$ cat src/rtl/frame_chk_pkg.sv
// Shared constants and types for the frame checksum monitor.
// Frame geometry, the result-register state and the per-frame result record.
package frame_chk_pkg;

  localparam int DATA_W    = 8;
  localparam int FRAME_LEN = 16;
  localparam int CNT_W     = 4;
  localparam int SUM_W     = DATA_W + CNT_W;
  localparam int ID_W      = 8;

  typedef enum logic {
    EMPTY = 1'b0,
    FULL  = 1'b1
  } out_state_t;

  typedef struct packed {
    logic [SUM_W-1:0]  sum;
    logic [DATA_W-1:0] chk_xor;
    logic [ID_W-1:0]   id;
  } result_t;

endpackage

$ cat src/rtl/frame_result_reg.sv
// Single-entry holding register for frame results, with drop detection.
// Counts frames that complete while the held result has not been taken.
module frame_result_reg
  import frame_chk_pkg::*;
(
  input  logic       clk,
  input  logic       rst,
  input  logic       load,
  input  result_t    load_data,
  input  logic       out_ready,
  input  logic       clear_stat,
  output out_state_t state,
  output result_t    held,
  output logic       overrun,
  output logic [7:0] drop_cnt
);

  // Valid/ready: valid is (state == FULL); a transfer happens on a rising
  // edge where valid && out_ready. While valid && !out_ready, held is stable.
  out_state_t state_next;
  logic       accept;
  logic       drop;

  assign accept = load && ((state == EMPTY) || out_ready);
  assign drop   = load && (state == FULL) && !out_ready;

  always_comb begin
    state_next = state;
    case (state)
      EMPTY: if (load) state_next = FULL;
      FULL: begin
        if (load)           state_next = FULL;
        else if (out_ready) state_next = EMPTY;
      end
      default: state_next = EMPTY;
    endcase
  end

  always_ff @(posedge clk or posedge rst) begin
    if (rst) begin
      state <= EMPTY;
      held  <= '0;
    end else begin
      state <= state_next;
      if (accept) held <= load_data;
    end
  end

  // A drop in the same cycle as clear_stat wins, leaving a count of one.
  always_ff @(posedge clk or posedge rst) begin
    if (rst) begin
      overrun  <= 1'b0;
      drop_cnt <= '0;
    end else if (drop) begin
      overrun <= 1'b1;
      if (clear_stat)              drop_cnt <= 8'd1;
      else if (drop_cnt != 8'hFF)  drop_cnt <= drop_cnt + 8'd1;
    end else if (clear_stat) begin
      overrun  <= 1'b0;
      drop_cnt <= '0;
    end
  end

endmodule

$ cat src/rtl/frame_checksum_monitor.sv
// Accumulates fixed-length byte frames into a sum and an XOR checksum and
// presents each frame result on a valid/ready port.
module frame_checksum_monitor
  import frame_chk_pkg::result_t;
  import frame_chk_pkg::out_state_t;
  import frame_chk_pkg::FULL;
#(
  parameter int DATA_W    = frame_chk_pkg::DATA_W,
  parameter int FRAME_LEN = frame_chk_pkg::FRAME_LEN,
  parameter int CNT_W     = frame_chk_pkg::CNT_W,
  parameter int SUM_W     = frame_chk_pkg::SUM_W
) (
  input  logic              clk,
  input  logic              rst,
  input  logic              in_valid,
  input  logic [DATA_W-1:0] in_data,
  input  logic              out_ready,
  input  logic              clear_stat,
  output logic              out_valid,
  output logic [SUM_W-1:0]  out_sum,
  output logic [DATA_W-1:0] out_xor,
  output logic [7:0]        out_frame_id,
  output logic [CNT_W-1:0]  byte_idx,
  output logic              overrun,
  output logic [7:0]        drop_cnt
);

  logic [CNT_W-1:0]  idx_q;
  logic [SUM_W-1:0]  acc_sum;
  logic [DATA_W-1:0] acc_xor;
  logic [7:0]        frame_ctr;
  logic              last_byte;
  result_t           final_res;
  result_t           held;
  out_state_t        res_state;

  assign last_byte = in_valid && (idx_q == CNT_W'(FRAME_LEN - 1));

  // The running values including the current byte; on the last byte this is
  // the frame result, otherwise it is the next accumulator value.
  always_comb begin
    final_res         = '0;
    final_res.sum     = acc_sum + SUM_W'(in_data);
    final_res.chk_xor = acc_xor ^ in_data;
    final_res.id      = frame_ctr;
  end

  always_ff @(posedge clk or posedge rst) begin
    if (rst) begin
      idx_q     <= '0;
      acc_sum   <= '0;
      acc_xor   <= '0;
      frame_ctr <= '0;
    end else if (in_valid) begin
      if (last_byte) begin
        idx_q     <= '0;
        acc_sum   <= '0;
        acc_xor   <= '0;
        frame_ctr <= frame_ctr + 8'd1;
      end else begin
        idx_q   <= idx_q + CNT_W'(1);
        acc_sum <= final_res.sum;
        acc_xor <= final_res.chk_xor;
      end
    end
  end

  frame_result_reg u_result (
    .clk        (clk),
    .rst        (rst),
    .load       (last_byte),
    .load_data  (final_res),
    .out_ready  (out_ready),
    .clear_stat (clear_stat),
    .state      (res_state),
    .held       (held),
    .overrun    (overrun),
    .drop_cnt   (drop_cnt)
  );

  assign out_valid    = (res_state == FULL);
  assign out_sum      = held.sum;
  assign out_xor      = held.chk_xor;
  assign out_frame_id = held.id;
  assign byte_idx     = idx_q;

endmodule

$ cat config.mk
export PLATFORM = sky130hd
export DESIGN_NAME = frame_checksum_monitor
export DESIGN_NICKNAME = d
export VERILOG_FILES = /design/src/rtl/frame_chk_pkg.sv /design/src/rtl/frame_result_reg.sv /design/src/rtl/frame_checksum_monitor.sv
export SDC_FILE = /design/constraint.sdc
export NUM_CORES = 1
export LEC_CHECK = 0
export CORE_MARGIN = 10
export CORE_UTILIZATION = 46
export CTS_BUF_LIST = sky130_fd_sc_hd__clkbuf_4 sky130_fd_sc_hd__clkbuf_8 sky130_fd_sc_hd__clkbuf_16
export DETAILED_ROUTE_END_ITERATION = 10
export PLACE_DENSITY_LB_ADDON = 0.3
export SLEW_MARGIN = 5
export SYNTH_ARGS = -nofsm -noshare
export SYNTH_HDL_FRONTEND = slang
export SYNTH_SLANG_ARGS = --single-unit
$ cat constraint.sdc
create_clock -name clk -period 6.9 [get_ports clk]
set_clock_uncertainty 0.15 [all_clocks]
set_input_delay 1.38 -clock clk [delete_from_list [all_inputs] [get_ports clk]]
set_output_delay 1.38 -clock clk [all_outputs]
set_load 0.02 [all_outputs]
==> out/results.txt, run 1 <==
largest net degree at the start of global routing: 71
Clk pwr share: 0.206
clock insertion delay at the later pin of the skew report: 0.35 ns
Post-CTS Setup Repair Bufs: 0
Post-Syn Area: 0.00335 mm2
area grow syn2layout: 24.3%
slowest stage delay, CP: 0.98 ns
Fmax: 253 MHz
CTS tree: done
vias post-DR: 2480
All-Layer GR Usage: 0.128
WL per Instance: 13.8 um
hold crit path type: reg -> reg
DPL Wire Length: 4.85 mm
Critical Path Sink Type: flip-flop
Initial DRC Count: 123
Longest Clk Path Bufs: 2
Total Neg Setup Slack: 0 ns
Worst EP arrival: 3.98 ns
switching power: 0.000590 W
R2R Path End: u_result.held[15]$_DFFE_PP0P_
Worst EP required: 6.93 ns
Hold-fix buffers, CTS: 0
cells along the critical path: clkdlybuf4s50_1 > and4_4 > nand2_1 > nand2_1 > o21ai_0
Cell Pwr Density: 381 mW/mm2
Resized Gates After CTS: 0
Worst path most repeated cell: nand2_1
Sink Count: 70
# DRC: 0
VDD IR max: 0.213 mV
# rows: 31
Num CTS Buffers: 9
Core ar.: 0.00718 mm2
RSZ-0062 raised after global routing: false
Hold Crit Start: frame_ctr[7]$_DFFE_PP0P_
Critical Path Start Type: input port
Synth Warn #: 0
CP Class: in -> reg
sequential share of power: 0.393
reg2reg path depth: 5
n_diodes: 0
Max-slew headroom: 0.265
final hold vios: 0
starting density of the core: 0.467
Internal: 0.000996 W
IO Pins: 55
die height: 105 um
gp weighted congestion: 0.800
gr ovfl total: 0
Comb pwr share: 0.401
Worst-Margin Slew: 1.10 ns
first-pass GRT wire length: 11.8 mm
fin cells: 496
P_leak: 1.84 nW
Inst Count DP: 480
Final #Nets: 417
vias in the first global route: 2516
critical-path maximum fanout: 41
die width: 105 um
clock transition at the registers of the reported paths: 0.08 ns
Crit path max-delay family: simple AND/OR/NAND/NOR gates
Worst Hold Path EP: frame_ctr[7]$_DFFE_PP0P_
clk root buf: clkbuf_8
Max Cap Viol: 0
layout cells sized above 1: 0.0856
Hold Crit Depth: 1
Die ar.: 0.0111 mm2
WP buf/inv: 1
Post-Syn Instances: 337
Seq/Total Area, Yosys: 0.523
H-tree level count: 3
fin crit share: 0.572
register bit total from synthesis: 70
r2r startpoint: byte_idx[0]$_DFFE_PP0P_
Vias/cell: 5.00
DR pass1 iterations: 5
Switching Share: 0.372
Final min period: 3.95 ns
Setup violations, final: 0
Synthesized Nets: 362
initial antenna violation count: 0
status: finished, final reports clean
port buffer count: 54
Yosys cell types: 42
critical path's slowest cell: clkdlybuf4s50_1
Final ANT Viol Nets: 0
Avg Cell Area, Syn: 9.94 um2
Final Slew Violations: 0
routed wire length: 6.86 mm
R2R Setup Slk: 4.44 ns
[layout make-up]
cell class | count | area, um2
repair buffers | 55 | 548
flip-flops and latches | 70 | 1750
clock inverters | 7 | 72.6
well taps | 99 | 124
inverters | 8 | 30.0
fillers | 654 | 3010
multi-input cells | 248 | 1520
clock buffers | 9 | 124
[through the flow]
step	area [um2]	util	hold WS (ns)	total power [W]	setup slack, ns
4_1_cts	4170	0.581	0.331	0.00161	2.88
3_3_place_gp	3970	0.553	0.310	0.00126	2.62
3_5_place_dp	3970	0.553	0.314	0.00127	2.52
5_1_grt	4170	0.581	0.351	0.00171	2.56
2_1_floorplan	3350	-	0.295	0.00103	3.60
6_report	4170	0.581	0.321	0.00159	2.95
[how the worst max path moves through the flow]
stage | start | to | slack, ns | depth (start not counted)
finish | in_valid | u_result.held[15]$_DFFE_PP0P_ | 2.95 | 5
global route | in_valid | u_result.held[21]$_DFFE_PP0P_ | 2.56 | 4
CTS | in_valid | u_result.held[15]$_DFFE_PP0P_ | 2.88 | 5
detailed placement | in_valid | u_result.held[15]$_DFFE_PP0P_ | 2.52 | 5
global placement | in_valid | u_result.held[13]$_DFFE_PP0P_ | 2.62 | 5
floorplan | rst | acc_sum[0]$_DFFE_PP0P_ | 3.60 | 1
[registers in the layout, summed over array words and instances, names as in the netlist]
name,cells
acc_sum,12
acc_xor,8
byte_idx,4
frame_ctr,8
u_result.drop_cnt,8
u_result.held,28
u_result.overrun,1
u_result.state,1
[cells in the final DEF (no fill, tap or decap), types with 4 or more instances in the layout]
master / netlist / routed
nand2_1: 83 / 83
dfrtp_1: 70 / 70
clkdlybuf4s50_1: 0 / 54
o21ai_0: 39 / 39
xnor2_1: 24 / 24
nor2_1: 12 / 12
ha_1: 11 / 11
nand3_1: 10 / 10
a21oi_1: 9 / 9
clkbuf_8: 0 / 9
o2bb2ai_1: 6 / 6
inv_1: 7 / 6
nand4_1: 5 / 5
xor2_1: 5 / 5
o211ai_1: 4 / 4
or3_1: 4 / 4
mux2_2: 4 / 4
[power by group through the flow]
stage / Clock (W) / Sequential [W] / Combinational, W
after floorplan: 0 / 0.000706 / 0.000327
after global placement: 0 / 0.000631 / 0.000630
after detailed placement: 0 / 0.000632 / 0.000642
after CTS: 0.000336 / 0.000626 / 0.000646
after global routing: 0.000352 / 0.000645 / 0.000711
final: 0.000327 / 0.000624 / 0.000635
[cells in the mapped netlist (all sizes together)]
library cell,count,area (um2)
clkbuf,7,26.3
a31oi,1,6.26
nor2,12,45.0
buf,4,26.3
nand3,10,50.1
xnor2,24,210
and2b,1,7.51
dfrtp,70,1750
nor3,4,30.0
fa,1,20.0
a21o,3,22.5
inv,7,26.3
o2bb2ai,6,52.6
o211ai,7,76.3
o21ai,42,210
o2111ai,1,15.0
mux2,4,45.0
ha,11,138
and4,1,11.3
a211oi,2,20.0
nand4,6,43.8
or3,4,25.0
clkinv,1,3.75
nand2,84,318
nand2b,1,6.26
nand3b,1,7.51
xor2,5,43.8
o22ai,1,6.26
nor2b,1,6.26
a21oi,10,53.8
a31o,1,8.76
mux2i,3,30.0
o31ai,1,7.51
[per-layer routing]
metal  part of all wire  track usage  up-vias
met5                  0            0        -
met1               0.48        0.156     1157
li1                   -            -     1268
met4              0.020       0.0588        0
met2               0.44        0.199       42
met3              0.059       0.0451       13
[cells by family (layout without fill, tap and decap cells)]
kind of cell | count (synthesis) | count (layout) | share of synthesized area
fa+ha+maj | 12 | 12 | 0.0470
flops | 70 | 70 | 0.523
compound gates | 75 | 75 | 0.143
mux | 7 | 7 | 0.0224
simple gates | 125 | 125 | 0.164
xor+xnor | 29 | 29 | 0.0758
buf+inv | 19 | 79 | 0.0246
No activity file was read; power rests on OpenSTA's default activity.
==> inputs of run 2 (changes only) <==
==> constraint.sdc (replaced) <==
create_clock -name clk -period 4.1 [get_ports clk]
set_clock_uncertainty 0.15 [all_clocks]
set_input_delay 0.82 -clock clk [delete_from_list [all_inputs] [get_ports clk]]
set_output_delay 0.82 -clock clk [all_outputs]
set_load 0.02 [all_outputs]
==> run 2 against run 1 <==
- routed wire length increased by 3.1%
- sequential share of layout area down 0.74 points
- register-to-register slack got worse by 2.7 ns
- non-clock buffer count rose by 3
- final cell count is 0.60% higher
- core utilization grew 1.0 points
- highest routed layer unchanged
- count of clock-buffer cells in the layout is the same
- combinational power up 69%
- design area up 1.8%
- sequential power rose by 68%
- global-route usage increased by 0.72 points
==> out/results.txt, run 2 (synthesis gave the netlist of run 1 again) <==
status: finished, final reports clean
reg2reg path depth: 7
Crit path max-delay family: adder cells
Vias/cell: 5.04
cells along the critical path: clkdlybuf4s50_1 > ha_1 > fa_1 > a211oi_1 > o211ai_1 > nand4_1 > mux2i_1 > o22ai_1
Max Cap Viol: 0
# DRC: 0
Final min period: 2.93 ns
Max-slew headroom: 0.413
Resized Gates After CTS: 0
starting density of the core: 0.467
Critical path destination: acc_sum[10]$_DFFE_PP0P_
Final Slew Violations: 0
hold slack: 0.325 ns
port buffer count: 54
largest net degree at the start of global routing: 71
Cell Pwr Density: 665 mW/mm2
R2R Path End: acc_sum[10]$_DFFE_PP0P_
DPL Wire Length: 4.93 mm
Critical Path Sink Type: flip-flop
Hold-fix buffers, CTS: 0
die width: 105 um
critical path's slowest cell: clkdlybuf4s50_1
n_diodes: 0
Die ar.: 0.0111 mm2
WL per Instance: 14.2 um
Critical Path Start Type: input port
vias in the first global route: 2602
P_leak: 1.89 nW
H-tree level count: 3
Sink Count: 70
RSZ-0062 raised after global routing: false
area grow syn2layout: 26.6%
first-pass GRT wire length: 12.4 mm
Worst path depth: 8
clock insertion delay at the later pin of the skew report: 0.34 ns
slowest stage delay, CP: 0.48 ns
IO Pins: 55
r2r startpoint: acc_sum[0]$_DFFE_PP0P_
hold crit path type: reg -> reg
commonest non-fill, non-tap cell in the layout: nand2_1
Total Neg Setup Slack: 0 ns
clk root buf: clkbuf_8
layout cells sized above 1: 0.0925
gp weighted congestion: 0.821
Final #Nets: 420
All-Layer GR Usage: 0.135
Fmax: 341 MHz
Hold Crit Start: frame_ctr[7]$_DFFE_PP0P_
clock transition at the registers of the reported paths: 0.08 ns
CP Class: in -> reg
routed wire length: 7.08 mm
Worst-Margin Slew: 0.880 ns
Longest Clk Path Bufs: 2
gr ovfl total: 0
R2R Setup Slk: 1.79 ns
die height: 105 um
WP buf/inv: 1
VDD IR max: 0.368 mV
top flop regs: u_result.held (28), acc_sum (12)
Num CTS Buffers: 9
vias post-DR: 2514
max FFs per register: 28
initial antenna violation count: 0
Final ANT Viol Nets: 0
Initial DRC Count: 111
Core ar.: 0.00718 mm2
critical-path maximum fanout: 4
CTS tree: done
worst setup path start: in_data[0]
Worst EP required: 4.16 ns
Setup violations, final: 0
DR pass1 iterations: 4
Most flops, register: u_result.held
Post-CTS Setup Repair Bufs: 0
Worst EP arrival: 2.99 ns
# rows: 31
fin crit share: 0.716
final hold vios: 0
commonest cells after routing, fill and taps aside: nand2_1, dfrtp_1, clkdlybuf4s50_1
run 2: changes by cell type in the layout (fill, tap and decap cells not counted), sizes merged:
| cell | previous run | this run |
|---|---|---|
| bufinv | 1 | 3 |
| buf | 1 | 4 |
| clkinvlp | 2 | 0 |
| inv | 8 | 11 |
| clkinv | 4 | 1 |
run 2: worst min-delay path by stage:
stage,end,depth (start not counted)
2_1_floorplan,frame_ctr[7]$_DFFE_PP0P_,1
3_3_place_gp,u_result.held[11]$_DFFE_PP0P_,2
3_5_place_dp,u_result.held[7]$_DFFE_PP0P_,2
4_1_cts,frame_ctr[7]$_DFFE_PP0P_,1
5_1_grt,frame_ctr[7]$_DFFE_PP0P_,1
6_report,frame_ctr[7]$_DFFE_PP0P_,1
run 2: cell type report:
class	instances	area [um2]
fillers	629	2930
flip-flops and latches	70	1750
multi-input cells	248	1520
repair buffers	58	571
clock inverters	7	125
clock buffers	9	124
well taps	99	124
inverters	8	30.0
run 2: worst reg2reg max path, stage by stage (launching register included):
cell and delay [ns]:
dfrtp_1 0.39, ha_1 0.23, fa_1 0.43, a211oi_1 0.34, o211ai_1 0.18, nand4_1 0.18
mux2i_1 0.19, o22ai_1 0.08
run 2: through the flow:
stage / setup slack, ns / utilization / cells / instance area [um2] / power [W]
4_1_cts: 1.18 / 0.591 / 499 / 4240 / 0.00286
6_report: 1.17 / 0.591 / 499 / 4240 / 0.00282
3_3_place_gp: 0.865 / 0.556 / 483 / 3990 / 0.00212
5_1_grt: 1.05 / 0.591 / 499 / 4240 / 0.00303
2_1_floorplan: 1.36 / - / 337 / 3350 / 0.00174
3_5_place_dp: 0.823 / 0.556 / 483 / 3990 / 0.00215
run 2: report_power, final:
| group | switching [W] | leakage, nW | internal (W) |
|---|---|---|---|
| clock network | 0.000281 | 0.125 | 0.000413 |
| logic | 0.000570 | 0.857 | 0.000503 |
| registers | 0.000158 | 0.906 | 0.000895 |
run 2: layer usage:
layer	vias up	share of wire	track usage
met3	5	0.062	0.0524
met2	44	0.46	0.209
li1	1274	-	-
met4	0	0.013	0.0500
met1	1191	0.46	0.167
met5	-	0	0
